File: config.mk
export PLATFORM = sky130hd
export DESIGN_NAME = phase_error_detector
export DESIGN_NICKNAME = d
export VERILOG_FILES = /design/src/rtl/phase_error_detector.sv
export SDC_FILE = /design/constraint.sdc
export NUM_CORES = 1
export LEC_CHECK = 0
export BUFFER_PORTS_ARGS = -buffer_cell sky130_fd_sc_hd__buf_2
export CORE_ASPECT_RATIO = 1.75
export CORE_UTILIZATION = 49
export CTS_BUF_LIST = sky130_fd_sc_hd__clkbuf_8 sky130_fd_sc_hd__clkbuf_16
export DETAILED_ROUTE_END_ITERATION = 8
export PLACE_DENSITY = 0.73
export SYNTH_ARGS = -nofsm -noshare
export SYNTH_HDL_FRONTEND = slang
export SYNTH_SLANG_ARGS = --single-unit
File: constraint.sdc
create_clock -name clk -period 2.1 [get_ports clk]
set_clock_uncertainty 0.2 [all_clocks]
set_input_delay 0.21 -clock clk [delete_from_list [all_inputs] [get_ports clk]]
set_output_delay 0.21 -clock clk [all_outputs]
set_load 0.005 [all_outputs]
File: src/rtl/phase_error_detector.sv
// Phase error detector: locates data edges within the SAMPLE_FREQ-slot bit window
// and issues one-clk speed_up/slow_down corrections. Optional macro: PHASE_REALIGN_EN.
module phase_error_detector #(
    parameter int SAMPLE_FREQ = 16,
    parameter int DEADBAND    = 1,
    parameter int MAX_DIFF    = 5,
    parameter int HOLDOFF     = 16,
    localparam int PW         = $clog2(SAMPLE_FREQ)
) (
    input  logic          clk,
    input  logic          reset,
    input  logic          enb,
    input  logic          rxd,
    input  logic          active,
    output logic          speed_up,
    output logic          slow_down,
    output logic [4:0]    diff_amt,
    output logic [PW-1:0] edge_phase
);

    localparam int PW1 = PW + 1;
    localparam int HW  = (HOLDOFF > 0) ? $clog2(HOLDOFF + 1) : 1;

    localparam logic [PW:0]   SF_W   = PW1'(SAMPLE_FREQ);
    localparam logic [PW:0]   HALF_W = SF_W >> 1;
    localparam logic [PW:0]   DB_W   = PW1'(DEADBAND);
    localparam logic [PW:0]   MAX_W  = PW1'(MAX_DIFF);
    localparam logic [HW-1:0] HOLD_W = HW'(HOLDOFF);

    logic          rxd_m;
    logic          rxd_s;
    logic          last_sample;
    logic [PW-1:0] phase;
    logic [PW-1:0] phase_step;
    logic [HW-1:0] holdoff_cnt;
    logic [PW:0]   p_w;
    logic [PW:0]   err_mag;
    logic [4:0]    diff_next;
    logic          late;
    logic          edge_det;
    logic          track;
    logic          correct;

    // Two-flop synchronizer; reset to the idle (mark) level so no false edge at start.
    // NOTE: sequential state uses non-blocking (<=) so every flop samples pre-edge values.
    always_ff @(posedge clk or negedge reset) begin
        if (!reset) begin
            rxd_m <= 1'b1;
            rxd_s <= 1'b1;
        end else begin
            rxd_m <= rxd;
            rxd_s <= rxd_m;
        end
    end

    assign edge_det = enb && (rxd_s != last_sample);
    assign track    = edge_det && active && (holdoff_cnt == '0);
    assign p_w      = {1'b0, phase};

    // NOTE: every output of this block gets a default first so no latch is inferred.
    always_comb begin
        late    = 1'b0;
        err_mag = '0;
        if (p_w == '0) begin
            err_mag = '0;
        end else if (p_w < HALF_W) begin
            late    = 1'b1;
            err_mag = p_w;
        end else begin
            err_mag = SF_W - p_w;
        end
    end

    assign correct   = track && (err_mag > DB_W);
    assign diff_next = (err_mag > MAX_W) ? 5'(MAX_W) : 5'(err_mag);

`ifdef PHASE_REALIGN_EN
    // The edge slot becomes slot 0, so the next slot is 1 regardless of holdoff.
    assign phase_step = edge_det ? PW'(1) : phase + PW'(1);
`else
    assign phase_step = phase + PW'(1);
`endif

    always_ff @(posedge clk or negedge reset) begin
        if (!reset) begin
            last_sample <= 1'b1;
            phase       <= '0;
            holdoff_cnt <= '0;
            speed_up    <= 1'b0;
            slow_down   <= 1'b0;
            diff_amt    <= '0;
            edge_phase  <= '0;
        end else begin
            speed_up  <= 1'b0;
            slow_down <= 1'b0;

            if (enb) begin
                last_sample <= rxd_s;
            end

            if (!active) begin
                phase       <= '0;
                holdoff_cnt <= '0;
            end else if (enb) begin
                phase <= phase_step;

                if (correct) begin
                    holdoff_cnt <= HOLD_W;
                end else if (holdoff_cnt != '0) begin
                    holdoff_cnt <= holdoff_cnt - HW'(1);
                end

                if (track) begin
                    edge_phase <= phase;
                end

                // Single-cycle pulse: the sampler would re-apply a held level.
                if (correct) begin
                    speed_up  <= !late;
                    slow_down <= late;
                    diff_amt  <= diff_next;
                end
            end
        end
    end

endmodule
==> impl_summary.md <==
Status
The flow ran to the end, and the final reports show no timing, DRC or antenna violations.

Global route
The number of antenna violations at the first check in global routing was 0. The total track usage is ~20%. For this run the aggregate overflow at the end of global routing stands at 0. The first global-routing pass estimated 3.519 mm of wire. Entering global routing, the biggest net connects 24 pins. The via count of the first global-routing pass was 800.

Clocking
The CTS clock-pin slew for the worst setup and hold paths is 70 ps. The CTS H-tree depth is 1. Counting every sink on the clock net gives 23. The root buffer cell chosen for the clock tree is clkbuf_8. The CTS tree is yes. The later pin in the worst-skew pair is clocked with a latency of between 200 and 300 ps. The clock passes through at most 2 buffers. The number of clock buffers added by TritonCTS is 3.

Logic synthesis
Averaged over all synthesized cells, the footprint is between 9 and 10 sq um. For this run, the leading register cell type out of synthesis is dfrtp_1. Yosys instantiated no cell more often than dfrtp_1. The count of state elements after synthesis is 23. The portion of synthesized area spent on multiplexers is just under 3%.

The post-synthesis compound-gate area fraction is 14.00%. In this run, synthesis inferred 0 flip-flops with an integrated enable. The sequential element share of the synthesized area is just over 50%. The xor/xnor cell area share of the yosys netlist is 3.889%. The share of the synthesized area in the top cell type is between 40% and 50%. The commonest cells after synthesis are dfrtp_1, nand2_1, o21ai_0, inv_1.

The dominant combinational cell family by area after synthesis is simple AND/OR/NAND/NOR gates. The cell taking the most area after synthesis is dfrtp_1. Synthesis produced approximately 110 cells.

The arithmetic-cell share of the synthesized area counting full adders, half adders and majority gates is roughly 3.3%. The share of flip-flops with an asynchronous set or reset after synthesis is 100.0%. The Yosys warning count is 0. After synthesis, the netlist uses 34 different library cells.

The simple-gate share of the synthesized area is 18.56%. By area the synthesized netlist is led by dfrtp_1, dfstp_2, o21ai_0. After synthesis the cells add up to 1126 sq um. The post-synthesis net count is about 120.

Setup path
The top fanout value on the critical path is 11. The worst setup path is of the reg -> reg kind. In this design, the stage delay of the slowest critical-path cell is roughly 400 ps.

Together, buffers and inverters on the worst path number 1. The worst setup path is captured at a flip-flop. Walking the worst path, the cells encountered are inv_1 -> ha_1 -> nor4b_4 -> nand4_1 -> a211o_2 -> nand2_1 -> a31oi_1. The critical path arrival is between 1500 and 2000 ps. The cell type of the slowest stage on the worst timing path is dfrtp_1.

The startpoint kind of the worst setup timing path is a flip-flop. The kind of cell adding the most delay to the critical path is simple AND/OR/NAND/NOR gates. For the worst setup path, the data required time is 2040 ps.

Timing
The worst slew slack as a fraction of its limit is around two thirds. The maximum clock frequency is slightly above 500 MHz. Setup repair after global routing left no endpoint under its margin. The sum of negative setup slack is 0 ps. The final setup slack of the worst path is about 130 ps. The period utilization is around 94%. The total count of hold-check failures in the final report is 0. The setup-violating endpoint count in the final report is 0. The number of max-slew violations in the final report came to 0. For the pin with the worst max-slew slack, the measured transition is 504.7 ps. Subtracting the final worst setup slack from the clock period gives between 1500 and 2000 ps.

Hold timing on the final database bottoms out at a slack of roughly 44 ps.

Routing
The residual antenna-violating net count after detailed routing is 0. The via-per-instance ratio is ~5.4. After detailed routing, the number of remaining DRC violations is 0.

The number of search-and-repair iterations in the first detailed-routing pass is 4. For this block, the initial DRC count from the detailed router was 20. The met2 layer wire length in the routed design is 1.071 mm. In the final routing, the length of wire on met1 measures approximately 830 um. After detailed routing, the average wire length per cell comes to approximately 13 um. For this block, the routed nets add up to 1.995 mm of wire.

The total length of routed met3 wires is approximately 40 um. The detailed-route via count is 843. The top layer reached by signal wires is met4.

Floorplanning
The core region area is 2120 sq um. The die covers approximately 2500 sq um. In this run the count of I/O pins placed on the die edge is 16. For this configuration, the core starts out at a cell density of approximately 53%.

The width of the die is approximately 38 um. The initialized floorplan defines 22 standard-cell rows. From bottom edge to top edge, the die measures between 60 and 70 um.

Layout
The number of antenna diodes is 0. The fraction of the core area covered by cells at the end of the flow is 61.28%. The relative area change from synthesis to final layout is 15.33%. Of the cells placed in the final design, the portion with a size suffix greater than 1 is around a quarter.

At the end of the flow, the number of nets in the layout was 140.

Pwr
The worst vdd rail ir drop is around 0.66 mV. Power spread over the standard cell area amounts to between 900 and 1000 nW/um^2. The design draws around 1.3 mW. The analysis attributes to cell leakage a power of between 0.6 and 0.7 nW.

Job
Max-cap violations in this run came to 0.

Place
The number of buffer cells added on primary ports is 15. The final weighted congestion of routability-driven global placement is slightly below 0.8. The worst setup slack before clock tree synthesis is ~46 ps. Summed over all nets, the half-perimeter wirelength after detailed placement is between 1 and 1.5 mm.

Hold path
The worst min-delay path class is in -> reg.
-- worst reg2reg max path, stage by stage, from the launching register on --
cell,delay [ps]
dfrtp_1,400
inv_1,80
ha_1,190
nor4b_4,250
nand4_1,160
a211o_2,370
nand2_1,100
a31oi_1,90
-- cell type report --
cell class | count | area (sq um)
well taps | 24 | 30.03
fillers | 172 | 820.8
clock inverters | 1 | 5.005
flip-flops and latches | 23 | 580.6
clock buffers | 3 | 41.29
inverters | 8 | 30.03
repair buffers | 21 | 125.1
multi-input cells | 75 | 486.7
-- stage by stage --
step / instance area [sq um] / instances
4_1_cts: 1284 / 154
3_5_place_dp: 1217 / 148
3_3_place_gp: 1217 / 148
2_1_floorplan: 1126 / 113
5_1_grt: 1299 / 155
6_report: 1299 / 155
-- cell families (layout without fill, tap and decap cells) --
kind of cell | after synthesis | in the layout
simple gates | 38 | 38
fa+ha+maj | 3 | 3
xor+xnor | 5 | 5
compound gates | 26 | 26
flops | 23 | 23
buf+inv | 15 | 33
mux | 3 | 3
-- cells in the final DEF, fill, tap and decap left out, types with 2 or more instances in the layout --
cell type	count
dfrtp_1	19
buf_2	15
nand2_1	13
o21ai_0	11
inv_1	8
a21oi_1	5
and2_1	5
nor2_1	4
buf_4	4
nand2b_1	3
and3_1	3
xnor2_1	3
clkbuf_8	3
dfstp_2	3
nor3_1	2
xor2_1	2
nand4_1	2
nor2b_1	2
mux2_2	2
ha_1	2
dlygate4sd3_1	2
-- worst paths after layout --
check                                            from                    endpoint  cells after the start  slack (ps)
setup / recovery           holdoff_cnt[0]$_DFFE_PN0P_  holdoff_cnt[0]$_DFFE_PN0P_                      7         130
hold / removal                                 active  holdoff_cnt[0]$_DFFE_PN0P_                      3          40
setup reg to reg           holdoff_cnt[0]$_DFFE_PN0P_  holdoff_cnt[0]$_DFFE_PN0P_                      7         130
hold reg to reg                       rxd_m$_DFF_PN1_             rxd_s$_DFF_PN1_                      0         160
max in group asynchronous                       reset        phase[1]$_DFFE_PN0P_                      2        1100
min in group asynchronous                       reset  holdoff_cnt[2]$_DFFE_PN0P_                      2         240
-- timing repair --
item	4_1_cts	5_1_grt
buffers inserted	0	1
hold endpoints to repair	21	0
hold buffers	2	0
setup endpoints to repair	0	12
gates resized for setup	0	4
-- metal layers --
metal	vias up	global-route usage, %
li1	419	-
met5	-	0
met3	6	4.054
met2	12	31.99
met1	406	23.82
met4	0	12.50
-- report_power, final --
group          switching (mW)  internal, mW
registers              0.0566         0.515
clock network           0.138         0.133
logic                   0.210         0.213
-- registers in the layout (all words and copies together), names as in the netlist --
register and cells:
diff_amt 5, holdoff_cnt 5, edge_phase 4, phase 4
last_sample 1, rxd_m 1, rxd_s 1, slow_down 1
speed_up 1
Power figures use the tool's default switching activity.
